## src/rtl/prog_mem_loader.sv

```systemverilog
// Framed byte-stream loader for program_memory: assembles 64-bit words,
// writes them, then optionally reads them back against the frame checksum.
module prog_mem_loader #(
  parameter int MEM_WORDS = 8192,
  parameter bit VERIFY    = 1'b1
) (
  input  logic        clk,
  input  logic        rst,
  input  logic [7:0]  s_data,
  input  logic        s_valid,
  output logic        s_ready,
  output logic        busy,
  output logic        done,
  output logic        err,
  output logic        prog_en_h,
  output logic        w_en,
  output logic [15:0] adr_p_mem,
  output logic [63:0] data_in,
  input  logic [63:0] data_out
);

  typedef enum logic [2:0] {
    HDR, DATA, WR, CSUM, DRAIN, VRD, VCHK
  } state_t;

  state_t      state_q, state_d;
  logic [1:0]  hcnt_q, hcnt_d;
  logic [15:0] start_q, start_d;
  logic [15:0] count_q, count_d;
  logic [2:0]  bi_q, bi_d;
  logic [63:0] asm_q, asm_d;
  logic [15:0] k_q, k_d;
  logic [15:0] vc_q, vc_d;
  logic [19:0] drain_q, drain_d;
  logic [7:0]  rx_x_q, rx_x_d;
  logic [7:0]  rx_csum_q, rx_csum_d;
  logic [7:0]  rd_x_q, rd_x_d;
  logic [15:0] adr_q, adr_d;
  logic [63:0] data_q, data_d;
  logic        done_q, done_d;
  logic        err_q, err_d;
  logic        busy_q, busy_d;

  logic        rdy_c;
  logic        pen_c;
  logic        wen_c;
  logic [15:0] cnt_full;
  logic [16:0] end_sum;
  logic        over;

  function automatic logic [7:0] xor8(input logic [63:0] w);
    logic [7:0] r;
    r = 8'h00;
    for (int i = 0; i < 8; i++) begin
      r = r ^ w[8*i +: 8];
    end
    return r;
  endfunction

  always_comb begin
    state_d   = state_q;
    hcnt_d    = hcnt_q;
    start_d   = start_q;
    count_d   = count_q;
    bi_d      = bi_q;
    asm_d     = asm_q;
    k_d       = k_q;
    vc_d      = vc_q;
    drain_d   = drain_q;
    rx_x_d    = rx_x_q;
    rx_csum_d = rx_csum_q;
    rd_x_d    = rd_x_q;
    adr_d     = adr_q;
    data_d    = data_q;
    done_d    = 1'b0;
    err_d     = err_q;
    busy_d    = busy_q;
    rdy_c     = 1'b0;
    pen_c     = 1'b0;
    wen_c     = 1'b0;
    cnt_full  = {s_data, count_q[7:0]};
    end_sum   = {1'b0, start_q} + {1'b0, cnt_full};
    over      = end_sum > 17'(MEM_WORDS);

    // busy spans the done cycle, then drops unless a new frame starts
    if (done_q) busy_d = 1'b0;

    unique case (state_q)
      HDR: begin
        rdy_c = 1'b1;
        if (s_valid) begin
          hcnt_d = hcnt_q + 2'd1;
          unique case (hcnt_q)
            2'd0: begin
              start_d[7:0] = s_data;
              busy_d       = 1'b1;
              err_d        = 1'b0;
              rx_x_d       = 8'h00;
            end
            2'd1: start_d[15:8] = s_data;
            2'd2: count_d[7:0]  = s_data;
            2'd3: begin
              count_d[15:8] = s_data;
              k_d           = 16'd0;
              bi_d          = 3'd0;
              if (over) begin
                drain_d = {1'b0, cnt_full, 3'b000} + 20'd1;
                state_d = DRAIN;
              end else if (cnt_full == 16'd0) begin
                state_d = CSUM;
              end else begin
                state_d = DATA;
              end
            end
          endcase
        end
      end
      DATA: begin
        rdy_c = 1'b1;
        if (s_valid) begin
          asm_d  = {s_data, asm_q[63:8]};
          rx_x_d = rx_x_q ^ s_data;
          bi_d   = bi_q + 3'd1;
          if (bi_q == 3'd7) state_d = WR;
        end
      end
      WR: begin
        pen_c  = 1'b1;
        wen_c  = 1'b1;
        adr_d  = start_q + k_q;
        data_d = asm_q;
        k_d    = k_q + 16'd1;
        if (k_q + 16'd1 == count_q) state_d = CSUM;
        else state_d = DATA;
      end
      CSUM: begin
        rdy_c = 1'b1;
        if (s_valid) begin
          rx_csum_d = s_data;
          if (s_data != rx_x_q) err_d = 1'b1;
          if (VERIFY && count_q != 16'd0) begin
            vc_d    = 16'd0;
            rd_x_d  = 8'h00;
            state_d = VRD;
          end else begin
            done_d  = 1'b1;
            state_d = HDR;
          end
        end
      end
      DRAIN: begin
        rdy_c = 1'b1;
        if (s_valid) begin
          drain_d = drain_q - 20'd1;
          if (drain_q == 20'd1) begin
            err_d   = 1'b1;
            done_d  = 1'b1;
            state_d = HDR;
          end
        end
      end
      VRD: begin
        // address j issued in cycle j, its data folded in cycle j+1
        pen_c = 1'b1;
        if (vc_q != count_q) adr_d = start_q + vc_q;
        if (vc_q != 16'd0) rd_x_d = rd_x_q ^ xor8(data_out);
        vc_d = vc_q + 16'd1;
        if (vc_q == count_q) state_d = VCHK;
      end
      VCHK: begin
        if (rd_x_q != rx_csum_q) err_d = 1'b1;
        done_d  = 1'b1;
        state_d = HDR;
      end
      default: state_d = HDR;
    endcase
  end

  always_ff @(posedge clk) begin
    if (rst) begin
      state_q   <= HDR;
      hcnt_q    <= 2'd0;
      start_q   <= 16'd0;
      count_q   <= 16'd0;
      bi_q      <= 3'd0;
      asm_q     <= 64'd0;
      k_q       <= 16'd0;
      vc_q      <= 16'd0;
      drain_q   <= 20'd0;
      rx_x_q    <= 8'h00;
      rx_csum_q <= 8'h00;
      rd_x_q    <= 8'h00;
      adr_q     <= 16'd0;
      data_q    <= 64'd0;
      done_q    <= 1'b0;
      err_q     <= 1'b0;
      busy_q    <= 1'b0;
    end else begin
      state_q   <= state_d;
      hcnt_q    <= hcnt_d;
      start_q   <= start_d;
      count_q   <= count_d;
      bi_q      <= bi_d;
      asm_q     <= asm_d;
      k_q       <= k_d;
      vc_q      <= vc_d;
      drain_q   <= drain_d;
      rx_x_q    <= rx_x_d;
      rx_csum_q <= rx_csum_d;
      rd_x_q    <= rd_x_d;
      adr_q     <= adr_d;
      data_q    <= data_d;
      done_q    <= done_d;
      err_q     <= err_d;
      busy_q    <= busy_d;
    end
  end

  assign s_ready   = rdy_c & ~rst;
  assign busy      = busy_q;
  assign done      = done_q;
  assign err       = err_q;
  assign prog_en_h = pen_c;
  assign w_en      = wen_c;
  assign adr_p_mem = adr_d;
  assign data_in   = data_d;

endmodule
```

## config.mk

```make
export PLATFORM = sky130hd
export DESIGN_NAME = prog_mem_loader
export DESIGN_NICKNAME = d
export VERILOG_FILES = /design/src/rtl/prog_mem_loader.sv
export SDC_FILE = /design/constraint.sdc
export NUM_CORES = 1
export LEC_CHECK = 0
export CAP_MARGIN = 20
export CORE_MARGIN = 5
export CORE_UTILIZATION = 60
export CTS_CLUSTER_SIZE = 20
export DETAILED_ROUTE_END_ITERATION = 6
export MAX_ROUTING_LAYER = met4
export PLACE_DENSITY = 0.85
export RECOVER_POWER = 100
export SETUP_SLACK_MARGIN = 0.05
export SLEW_MARGIN = 20
export SYNTH_ARGS = -nofsm -noshare
export SYNTH_HDL_FRONTEND = slang
export SYNTH_SLANG_ARGS = --single-unit
```

## constraint.sdc

```tcl
create_clock -name clk -period 5.2 [get_ports clk]
set_input_delay 1.04 -clock clk [delete_from_list [all_inputs] [get_ports clk]]
set_output_delay 1.04 -clock clk [all_outputs]
set_load 0.01 [all_outputs]
```

Yosys cells after proc, flatten, opt, wreduce, memory -nomap -nowiden
Cells that the tools add are included.
W data, S select, Z words.

storage, ports and cells
  bits in registers = 263
  input port bits = 75
  word-level logic and storage cells = 156

cells by class
  reduce and logical (&&, ||, !) cells = 27
  $lt $le $gt $ge = 1
  eq/ne operators = 30
  bitwise gates (word level) = 11
  $add $sub $neg = 9
  multiplexer cells = 59

operator list
  operator                 number
  $pmux W16 S2             3
  $mux W16                 5
  $mux W20                 4
  $xor A8 B8 Y8            9
  $mux W64                 1
  $mux W8                  6
  $pmux W20 S2             1
  $mux W3                  13
  $add A16 B1 Y16 const B  2
  $add A16 B16 Y16         2
  $eq A16 B16 Y1           2
  $pmux W8 S2              2
  $reduce_bool A16 Y1      2
  $ne A2 B2 Y1 const B     12
  $add A19 B1 Y20 const B  1
  $eq A20 B1 Y1 const B    1
  $sub A20 B1 Y20 const B  1
  $mux W1                  18
  $pmux W3 S6              1
  $reduce_and A3 Y1        6
  $add A16 B16 Y17         1
  $gt A17 B14 Y1 const B   1
  $logic_not A16 Y1        1
  $ne A16 B16 Y1           1
  other kinds (25)         41

Logic depth before layout (Yosys ltp)
Gate-level depths: netlist (run 1).

  word-level depth = 10
  mapped depth = 13

Worst setup path after synthesis (run 1)
No wires, ideal clock.

  path kind = reg-to-output
  from = register start_q[1]
  to = output adr_p_mem[15]
  cell stages (with the launch flop) = 10
  data arrival time = 2.824 ns
  buffers on the path = 0
  setup slack = 1.336 ns
  path through = dfxtp_1 ha_1 a211oi_1 o21ai_0 a2111oi_0 o31ai_1 a221oi_1 o21ai_0 xnor2_1 a221o_1

between the ends
  word-level cells in the longest chain between the ends = 3
  elaborated cells on any way between the ends = 4

RTL lines
  item                    RTL line  source
  from (decl)             28        logic [15:0] start_q, start_d;
  from (signal assigned)  201       start_q <= start_d;
  $add A16 B16 Y16        165       if (vc_q != count_q) adr_d = start_q + vc_q;
  $mux W16                165
  $pmux W16 S2 *          88        unique case (state_q)
  to (decl)               17        output logic [15:0] adr_p_mem,

Mark *: on every way between the ends. The rest lies on a longest branch, timed or not.

Worst setup path in the final report (run 1)
Same ends and word-level chain as after synthesis.

==> out/metrics.yaml, run 1 <==
run_status:
  status: "complete, but fails checks"
  violations: "max-capacitance violations, max-slew violations"
critical_path:
  critical_path.cell_chain: "buf_4 > ha_1 > a211oi_1 > nor2_1 > o41a_1 > o211a_1 > o41a_1 > a2111oi_2 > a41o_1 > a221o_1 > clkdlybuf4s50_1"
  cp_data_required_time_ps: 4160
  crit_type: "reg2out"
  crit_slowest_cell: "clkdlybuf4s50_1"
  cpMostUsedCell: "o41a_1"
  cp_max_fo: 6
  endpoint_kind: "output pin"
  slowest_delay_ps: 550
  crit_arrival_ps: 3950
  critPathBufInv: 2
  crit_family: "compound AO/OA/AOI/OAI gates"
  start_kind: "flop"
timing:
  fmax_ghz: 0.200
  relSlewSlack: -0.921
  hold_viol_final: 0
  grt_setup_unrepaired: "true"
  fin_worst_skew_ps: 13.1
  finalCritPeriodShare: 0.960
  worst_slew_pin_slew_ps: 2880
  whs_ps: 462
  final.min_clock_period_ps: 4990
  slew_violations: 255
  setup_ws_ps: 207
  fin_setup_tns_ps: 0
  finalSetupViolCount: 0
placed_design:
  dp.cells: 2261
  io_buffers: 160
  dp_worst_setup_slack_ps: 568
  gp_congestion: 1.03
  dpl.hpwl_mm: 28.2
synthesis:
  synth_ff_type: "dfxtp_1"
  avgSynthCellArea_um2: 7.58
  synthesis.area_um2: 14100
  synth_nets: 1989
  ys_warn_count: 0
  seq_area_frac_synth: 0.375
  postSynthCellCount: 1854
  async_reset_ff_frac: 0
  synth-edff-count: 0
  yosys_register_bits: 263
  synthDistinctLibCells: 73
power:
  powerDensity_nw_per_um2: 276
  peakVddDrop_mv: 0.208
  leakage_nw: 7.03
grt:
  grt_pass1_vias: 12897
  grt_pass1_wl_mm: 64.1
  grt_max_degree: 101
  antenna_found_initial: 1
  grt_usage: 0.299
  grt.overflow.total: 0
drt:
  antenna_left: 0
  drc: 0
  vias: 13773
  wl_per_cell_um: 17.3
  dr.pass1.iters: 5
  routed_via_density: 5.95
  drt-initial-drc-count: 1499
  wirelength_mm: 40.0
floorplanning:
  die_y_um: 163
  fp.coreArea_um2: 23300
  ios: 161
  start_util: 0.604
  rows: 56
  die_w_um: 163
  die_area_um2: 26600
flow_run:
  drv_cap: 3
final_layout:
  nets: 2107
  drive_gt1_frac: 0.0466
  post-route-util: 0.723
  finalNonFillerCells: 2314
  syn2layout_area_growth_pct: 19.6
clock_tree:
  ctsHoldBuffers: 0
  cts_tree: "built"
  htreeDepth: 1
  clock-sinks: 263
  cts_buffer_depth: 3
  clkTransAtPathRegs_ps: 60
  clock_latency_ps: 550
  cts_buffers: 28
  clockRootBuffer: "clkbuf_16"
worst_hold_path:
  min_path_type: "reg2reg"
-- cell usage in the layout, fill, tap and decap left out, drive strengths merged, types with 17 or more instances in the layout --
cell type      synthesis  final
a21o                  19     19
a21oi                252    252
buf                   10     25
clkbuf                93     49
clkdlybuf4s50          0     73
dfxtp                263    263
dlygate4sd3            0     86
ha                    57     57
inv                   23     24
nand2                463    463
nand2b                19     19
nand3                 48     48
nor2                 123    123
nor3                  35     35
o21ai                 61     61
o22ai                 18     18
or3                   17     17
xnor2                 99     99
xor2                  57     57
-- synth_stat cells (4+ instances only) --
library cell | count | area (um2)
xnor2_1 | 99 | 867
xor2_1 | 57 | 499
nor3_1 | 34 | 170
o21ai_0 | 60 | 300
a221oi_1 | 4 | 35.0
nand2_1 | 462 | 1730
a2111oi_0 | 4 | 35.0
and2_1 | 12 | 75.1
or3_1 | 17 | 106
clkbuf_1 | 93 | 349
o21a_1 | 11 | 82.6
nor4_1 | 16 | 100
a21o_1 | 18 | 135
a21oi_1 | 252 | 1260
a222oi_1 | 6 | 60.1
a31oi_1 | 7 | 43.8
or4_1 | 9 | 67.6
a221o_1 | 5 | 50.1
inv_1 | 23 | 86.3
o211ai_1 | 6 | 45.0
dfxtp_1 | 263 | 5270
and3_1 | 11 | 68.8
a22oi_1 | 8 | 60.1
o22ai_1 | 18 | 113
a211oi_1 | 9 | 67.6
nand4_1 | 14 | 87.6
nand2b_1 | 19 | 119
nor2_1 | 123 | 462
nand3_1 | 48 | 240
nor2b_1 | 6 | 37.5
o31ai_1 | 10 | 75.1
ha_1 | 57 | 713
buf_1 | 5 | 18.8
or2_2 | 7 | 43.8
-- tightest hold or removal path, delay by kind of cell (launching register included) --
family             cells  cell delay [ps]
and+or+nand+nor        1               60
DFF                    1              300
AOI/OAI and AO/OA      1               60
-- kinds of logic after synthesis --
family,Yosys count,synth area share
XOR/XNOR,156,0.0972
AO/OA/AOI/OAI,448,0.189
adder cells (fa/ha/maj),60,0.0550
flip-flops,263,0.375
AND/OR/NAND/NOR,798,0.247
multiplexers,2,0.00151
buffers and inverters,127,0.0354
-- metrics by stage --
stage          power, mW  instance area, um2
6_report            4.64               16800
5_1_grt             4.79               16800
2_1_floorplan       2.47               14100
3_5_place_dp        2.66               15900
4_1_cts             4.66               16800
3_3_place_gp        2.65               15900
-- state kept, by name, summed over array words and instances, names as in the netlist, 2 cells and up --
register / count
hcnt_q: 2
state_q: 3
adr_q: 16
asm_q: 64
rx_x_q: 8
start_q: 16
data_q: 64
rx_csum_q: 8
vc_q: 16
bi_q: 3
k_q: 16
drain_q: 20
count_q: 16
rd_x_q: 8
-- final timing paths --
kind              start            end  slack, ps  cells past startpoint
min reg2reg   data_q[0]      data_q[0]        460                      2
min           data_q[0]      data_q[0]        460                      2
max          start_q[1]  adr_p_mem[15]        210                     11
max reg2reg  count_q[0]    drain_q[13]        890                     12
-- per-layer routing --
| metal | vias to the layer above | part of all wire | track usage |
|---|---|---|---|
| met5 | - | 0 | - |
| met4 | 0 | 0.043 | 0.127 |
| met3 | 132 | 0.080 | 0.0439 |
| met2 | 628 | 0.46 | 0.477 |
| met1 | 6385 | 0.42 | 0.382 |
| li1 | 6628 | - | - |
-- final cells by class --
class,instances,area (um2)
Multi-Input combinational cell,1464,8300
Fill cell,1851,6450
Sequential cell,263,5270
Timing Repair Buffer,191,1810
Clock buffer,42,813
Tap cell,319,399
Clock inverter,10,129
Inverter,24,90.1
Antenna cell,1,2.50
-- power breakdown --
group	switching [mW]	leakage [nW]	internal [mW]
Combinational	0.318	4.44	0.231
Sequential	0.0359	2.12	2.04
Clock	0.832	0.465	1.18
Total	1.19	7.03	3.45
-- repair_timing --
action	4_1_cts	5_1_grt
resized for setup	1	7
endpoints found under the hold margin	0	0
pin swaps	0	1
setup endpoints to repair	1	2
buffers inserted	0	0
Power figures use the tool's default switching activity.
==> inputs of run 2 (changes only) <==
--- a/config.mk
+++ b/config.mk
@@ -10,11 +10,11 @@
 export CORE_UTILIZATION = 60
 export CTS_CLUSTER_SIZE = 20
 export DETAILED_ROUTE_END_ITERATION = 6
+export GPL_TIMING_DRIVEN = 1
 export MAX_ROUTING_LAYER = met4
 export PLACE_DENSITY = 0.85
 export RECOVER_POWER = 100
 export SETUP_SLACK_MARGIN = 0.05
-export SLEW_MARGIN = 20
 export SYNTH_ARGS = -nofsm -noshare
 export SYNTH_HDL_FRONTEND = slang
 export SYNTH_SLANG_ARGS = --single-unit
==> constraint.sdc (replaced) <==
create_clock -name clk -period 6.1 [get_ports clk]
set_input_delay 1.22 -clock clk [delete_from_list [all_inputs] [get_ports clk]]
set_output_delay 1.22 -clock clk [all_outputs]
set_load 0.01 [all_outputs]
==> run 2 against run 1 <==
  * The flow still finishes with violations (max-capacitance violations, max-slew violations)
  * Core utilization is 0.42 points lower
  * Cell count is 0.56% lower
  * Register-to-register slack better by 760 ps
==> out/metrics.yaml, run 2 (synthesized netlist as in run 1, its figures left out) <==
run_status:
  status: "complete, but fails checks"
  violations: "max-capacitance violations, max-slew violations"
timing:
  setup_ws_ps: 308  # +100 ps
  grt_setup_unrepaired: "false"
  fin_worst_skew_ps: 16.1  # +3.07 ps
  finalSetupViolCount: 0  # unchanged
  final.min_clock_period_ps: 5790
  hold_viol_final: 0  # unchanged
  worst_slew_pin_slew_ps: 3860  # +975 ps
  relSlewSlack: -1.57  # -0.650
  fin_setup_tns_ps: 0  # unchanged
  finalCritPeriodShare: 0.950
  fmax_ghz: 0.173
  slew_violations: 130  # -49%
grt:
  grt.overflow.total: 0  # unchanged
  grt_usage: 0.306  # +0.00660
  grt_max_degree: 86  # -15%
  grt_pass1_vias: 13303  # +3.1%
  antenna_found_initial: 1  # unchanged
  grt_pass1_wl_mm: 65.7  # +2.5%
placed_design:
  dp.cells: 2250  # -0.49%
  dp_worst_setup_slack_ps: 1000  # +437 ps
  io_buffers: 160  # unchanged
  gp_congestion: 0.965  # -5.9%
  dpl.hpwl_mm: 28.5  # +1.2%
floorplanning:
  die_area_um2: 26600  # unchanged
  die_w_um: 163  # unchanged
  fp.coreArea_um2: 23300  # unchanged
  rows: 56  # unchanged
  die_y_um: 163  # unchanged
  start_util: 0.604  # unchanged
  ios: 161  # unchanged
power:
  leakage_nw: 6.98  # -0.73%
  clock_power_share: 0.438  # +0.003
  power.internal_mw: 2.95  # -14%
  swShare: 0.256  # +0.000642
  p_comb_frac: 0.116  # -0.002
  powerDensity_nw_per_um2: 238  # -14%
  power.net_switching_mw: 1.02  # -14%
  power.total_mw: 3.97  # -14%
  peakVddDrop_mv: 0.209  # +0.37%
  p_seq_frac: 0.446  # about the same
final_layout:
  drive_gt1_frac: 0.0389  # -0.00777
  nets: 2097  # -0.47%
  final_common_cell: "nand2_1"
  finalNonFillerCells: 2301  # -0.56%
  top_regs: "asm_q: 64 flops, data_q: 64 flops, drain_q: 20 flops"
  final_cell_mix: "462 x nand2_1, 263 x dfxtp_1, 252 x a21oi_1, 122 x nor2_1, 99 x xnor2_1"
  syn2layout_area_growth_pct: 18.9
clock_tree:
  cts-resized-gates: 0  # -1
  cts_tree: "built"
  htreeDepth: 1  # unchanged
  clock-sinks: 263  # unchanged
  cts_buffer_depth: 3  # unchanged
  post_cts_buffers: 0  # unchanged
  cts_buffers: 29  # +3.6%
  ctsHoldBuffers: 0  # unchanged
  clockRootBuffer: "clkbuf_16"
  clkTransAtPathRegs_ps: 60  # about the same
  clock_latency_ps: 560  # about the same
drt:
  antenna_left: 0  # unchanged
  routed_via_density: 6.02  # +1.1%
  wirelength_mm: 40.6  # +1.4%
  drc: 0  # unchanged
  wl_per_cell_um: 17.6  # +2.0%
  dr.pass1.iters: 6  # +1
  vias: 13850  # +0.56%
  drt-initial-drc-count: 1536  # +2.5%
flow_run:
  drv_cap: 2  # -1
critical_path:
  start_kind: "flop"
  cp_data_required_time_ps: 4880  # +720 ps
  cp_max_fo: 7  # +1
  crit_arrival_ps: 4570  # +620 ps
  crit_type: "reg2out"
  endpoint_kind: "output pin"
worst_hold_path:
  min_path_type: "reg2reg"
[run 2: metrics by stage]
stage / area, um2 / util / hold slack (ps)
6_report: 16700 / 0.719 / 456
5_1_grt: 16700 / 0.719 / 477
4_1_cts: 16800 / 0.720 / 457
3_5_place_dp: 15800 / 0.680 / 448
3_3_place_gp: 15800 / 0.680 / 444
2_1_floorplan: 14100 / - / 437
[run 2: cell type report]
class	instances	area (um2)
Sequential cell	263	5270
Antenna cell	1	2.50
Clock buffer	38	810
Timing Repair Buffer	180	1730
Clock inverter	12	136
Fill cell	1835	6550
Multi-Input combinational cell	1464	8280
Inverter	24	90.1
Tap cell	319	399
[run 2: worst max-delay path: stages (launching register included)]
cell	delay (ps)
dfxtp_1	530
ha_1	310
a211oi_1	330
o21ai_0	250
a2111oi_0	660
o31ai_1	200
a221oi_1	400
o21ai_0	180
xnor2_1	150
a221o_1	390
dlygate4sd3_1	620
[run 2: layer usage]
layer	GRT usage	routed length [um]	vias to the layer above
met5	-	0	-
met2	0.493	19000	651
met1	0.391	16800	6456
met3	0.0462	3360	135
met4	0.114	1480	0
li1	-	-	6608
[run 2: worst paths after layout]
kind | start | end | slack [ps] | depth (start not counted)
min reg2reg | asm_q[7] | asm_q[7] | 460 | 2
max | start_q[1] | adr_p_mem[15] | 310 | 10
max reg2reg | count_q[0] | drain_q[9] | 1650 | 11
min | asm_q[7] | asm_q[7] | 460 | 2
[run 2: power by group through the flow]
stage	logic [mW]	registers [mW]	clock network [mW]
floorplan	0.313	1.79	0
global placement	0.449	1.81	0
detailed placement	0.457	1.81	0
CTS	0.460	1.77	1.75
global route	0.503	1.77	1.83
finish	0.461	1.77	1.74
==> inputs of run 3 (changes only) <==
--- a/config.mk
+++ b/config.mk
@@ -8,6 +8,7 @@
 export CAP_MARGIN = 20
 export CORE_MARGIN = 5
 export CORE_UTILIZATION = 60
+export CTS_BUF_LIST = sky130_fd_sc_hd__clkbuf_8
 export CTS_CLUSTER_SIZE = 20
 export DETAILED_ROUTE_END_ITERATION = 6
 export GPL_TIMING_DRIVEN = 1
@@ -18,3 +19,4 @@
 export SYNTH_ARGS = -nofsm -noshare
 export SYNTH_HDL_FRONTEND = slang
 export SYNTH_SLANG_ARGS = --single-unit
+export TNS_END_PERCENT = 1
==> run 3 against run 2 <==
  * Sequential cell count unchanged
  * Via count decreased by 0.40%
  * Global-route usage down 0.25 points
  * The flow still finishes with violations (max-capacitance violations, max-slew violations)
==> out/metrics.yaml, run 3 (synthesized netlist as in run 1, its figures left out) <==
power:
  power.internal_mw: 2.83  # -4.1%
  swShare: 0.262  # +0.00619
  p_seq_frac: 0.462  # +0.016
  power.net_switching_mw: 1.01  # -0.95%
  clock_power_share: 0.418  # -0.020
  powerDensity_nw_per_um2: 230  # -3.1%
  power.total_mw: 3.84  # -3.3%
  p_comb_frac: 0.120  # +0.004
  leakage_nw: 7.04  # +0.84%
  peakVddDrop_mv: 0.148  # -29%
timing:
  grt_setup_unrepaired: "false"
  fin_setup_tns_ps: 0  # unchanged
  final.min_clock_period_ps: 5810  # +16.3 ps
  finalSetupViolCount: 0  # unchanged
  fmax_ghz: 0.172  # -0.28%
  relSlewSlack: -1.61  # -0.0345
  fin_worst_skew_ps: 34.6  # +18.4 ps
  hold_viol_final: 0  # unchanged
  slew_violations: 210  # +62%
  finalCritPeriodShare: 0.952  # +0.00267
  worst_slew_pin_slew_ps: 3910  # +51.8 ps
clock_tree:
  cts_tree: "built"
  cts_buffers: 44  # +52%
  cts-resized-gates: 0  # unchanged
  clkTransAtPathRegs_ps: 60  # about the same
  htreeDepth: 2  # +1
  clock_latency_ps: 570  # about the same
  clock-sinks: 263  # unchanged
  ctsHoldBuffers: 0  # unchanged
  clockRootBuffer: "clkbuf_8"
  post_cts_buffers: 0  # unchanged
  cts_buffer_depth: 3  # unchanged
drt:
  drt-initial-drc-count: 1327  # -14%
  wl_per_cell_um: 17.3  # -2.0%
  antenna_left: 0  # unchanged
  vias: 13795  # -0.40%
  wirelength_mm: 40.3  # -0.78%
  drc: 0  # unchanged
  routed_via_density: 5.92  # -1.6%
  dr.pass1.iters: 5  # -1
grt:
  grt_pass1_wl_mm: 64.8  # -1.4%
  antenna_found_initial: 1  # unchanged
  grt_usage: 0.303  # -0.00253
  grt_max_degree: 86  # unchanged
  grt_pass1_vias: 13270  # -0.25%
  grt.overflow.total: 0  # unchanged
floorplanning:
  fp.coreArea_um2: 23300  # unchanged
  start_util: 0.604  # unchanged
  die_area_um2: 26600  # unchanged
  die_y_um: 163  # unchanged
  ios: 161  # unchanged
  die_w_um: 163  # unchanged
  rows: 56  # unchanged
final_layout:
  final_common_cell: "nand2_1"
  drive_gt1_frac: 0.0463  # +0.00742
  final_cell_mix: "462 x nand2_1, 263 x dfxtp_1, 252 x a21oi_1, 122 x nor2_1, 99 x xnor2_1"
  nets: 2112  # +0.72%
  syn2layout_area_growth_pct: 18.7
  fill_cells: 1865  # +1.6%
  top_regs: "asm_q: 64 flops, data_q: 64 flops, drain_q: 20 flops"
placed_design:
  gp_congestion: 0.965  # unchanged
  dpl.hpwl_mm: 28.5  # unchanged
  io_buffers: 160  # unchanged
run_status:
  status: "complete, but fails checks"
  violations: "max-capacitance violations, max-slew violations"
critical_path:
  endpoint_kind: "output pin"
  start_kind: "flop"
  crit_arrival_ps: 4590  # +20 ps
  crit_type: "reg2out"
  cp_max_fo: 7  # unchanged
  cp_data_required_time_ps: 4880  # about the same
flow_run:
  drv_cap: 3  # +1
worst_hold_path:
  min_path_type: "reg2reg"
## run 3: power groups by stage
stage / registers (mW) / clock network (mW) / logic [mW]
2_1_floorplan: 1.79 / 0 / 0.313
3_3_place_gp: 1.81 / 0 / 0.449
3_5_place_dp: 1.81 / 0 / 0.457
4_1_cts: 1.77 / 1.63 / 0.460
5_1_grt: 1.77 / 1.71 / 0.502
6_report: 1.77 / 1.61 / 0.461
## run 3: path summary, 6_finish.rpt
check	startpoint	endpoint	slack, ps	depth (start not counted)
worst max-delay path	start_q[1]	adr_p_mem[15]	290	10
worst min-delay path	asm_q[7]	asm_q[7]	460	2
worst max register to register	count_q[0]	drain_q[9]	1680	11
worst min register to register	asm_q[7]	asm_q[7]	460	2
## run 3: final cells by class
type	instances	area, um2	area share
clock buffer	55	757	0.0454
antenna	1	2.50	0.000150
clock inverter	23	160	0.00960
sequential	263	5270	0.316
multi-input combinational	1464	8280	0.496
timing repair buffer	180	1730	0.104
inverter	24	90.1	0.00540
tap	319	399	0.0239
## run 3: worst max-delay path, stage by stage (launching register included)
cell and delay, ps:
dfxtp_1 530, ha_1 310, a211oi_1 320, o21ai_0 230, a2111oi_0 680, o31ai_1 190, a221oi_1 420, o21ai_0 180
xnor2_1 150, a221o_1 380, dlygate4sd3_1 620
## run 3: through the flow
| step | cells | cell area [um2] | worst slack, ps | util | hold slack [ps] |
|---|---|---|---|---|---|
| floorplan | 1854 | 14100 | 2060 | - | 437 |
| global route | 2329 | 16700 | 157 | 0.717 | 477 |
| global placement | 2250 | 15800 | 1160 | 0.680 | 444 |
| detailed placement | 2250 | 15800 | 1000 | 0.680 | 448 |
| finish | 2329 | 16700 | 292 | 0.717 | 456 |
| CTS | 2328 | 16700 | 535 | 0.719 | 456 |
## run 3: metal layers
metal  global-route usage  vias to the layer above  part of all wire
li1                     -                     6625                 -
met1                0.379                     6391              0.41
met2                0.487                      647              0.47
met3               0.0560                      132             0.085
met4                0.123                        0             0.039
met5                    -                        -                 0
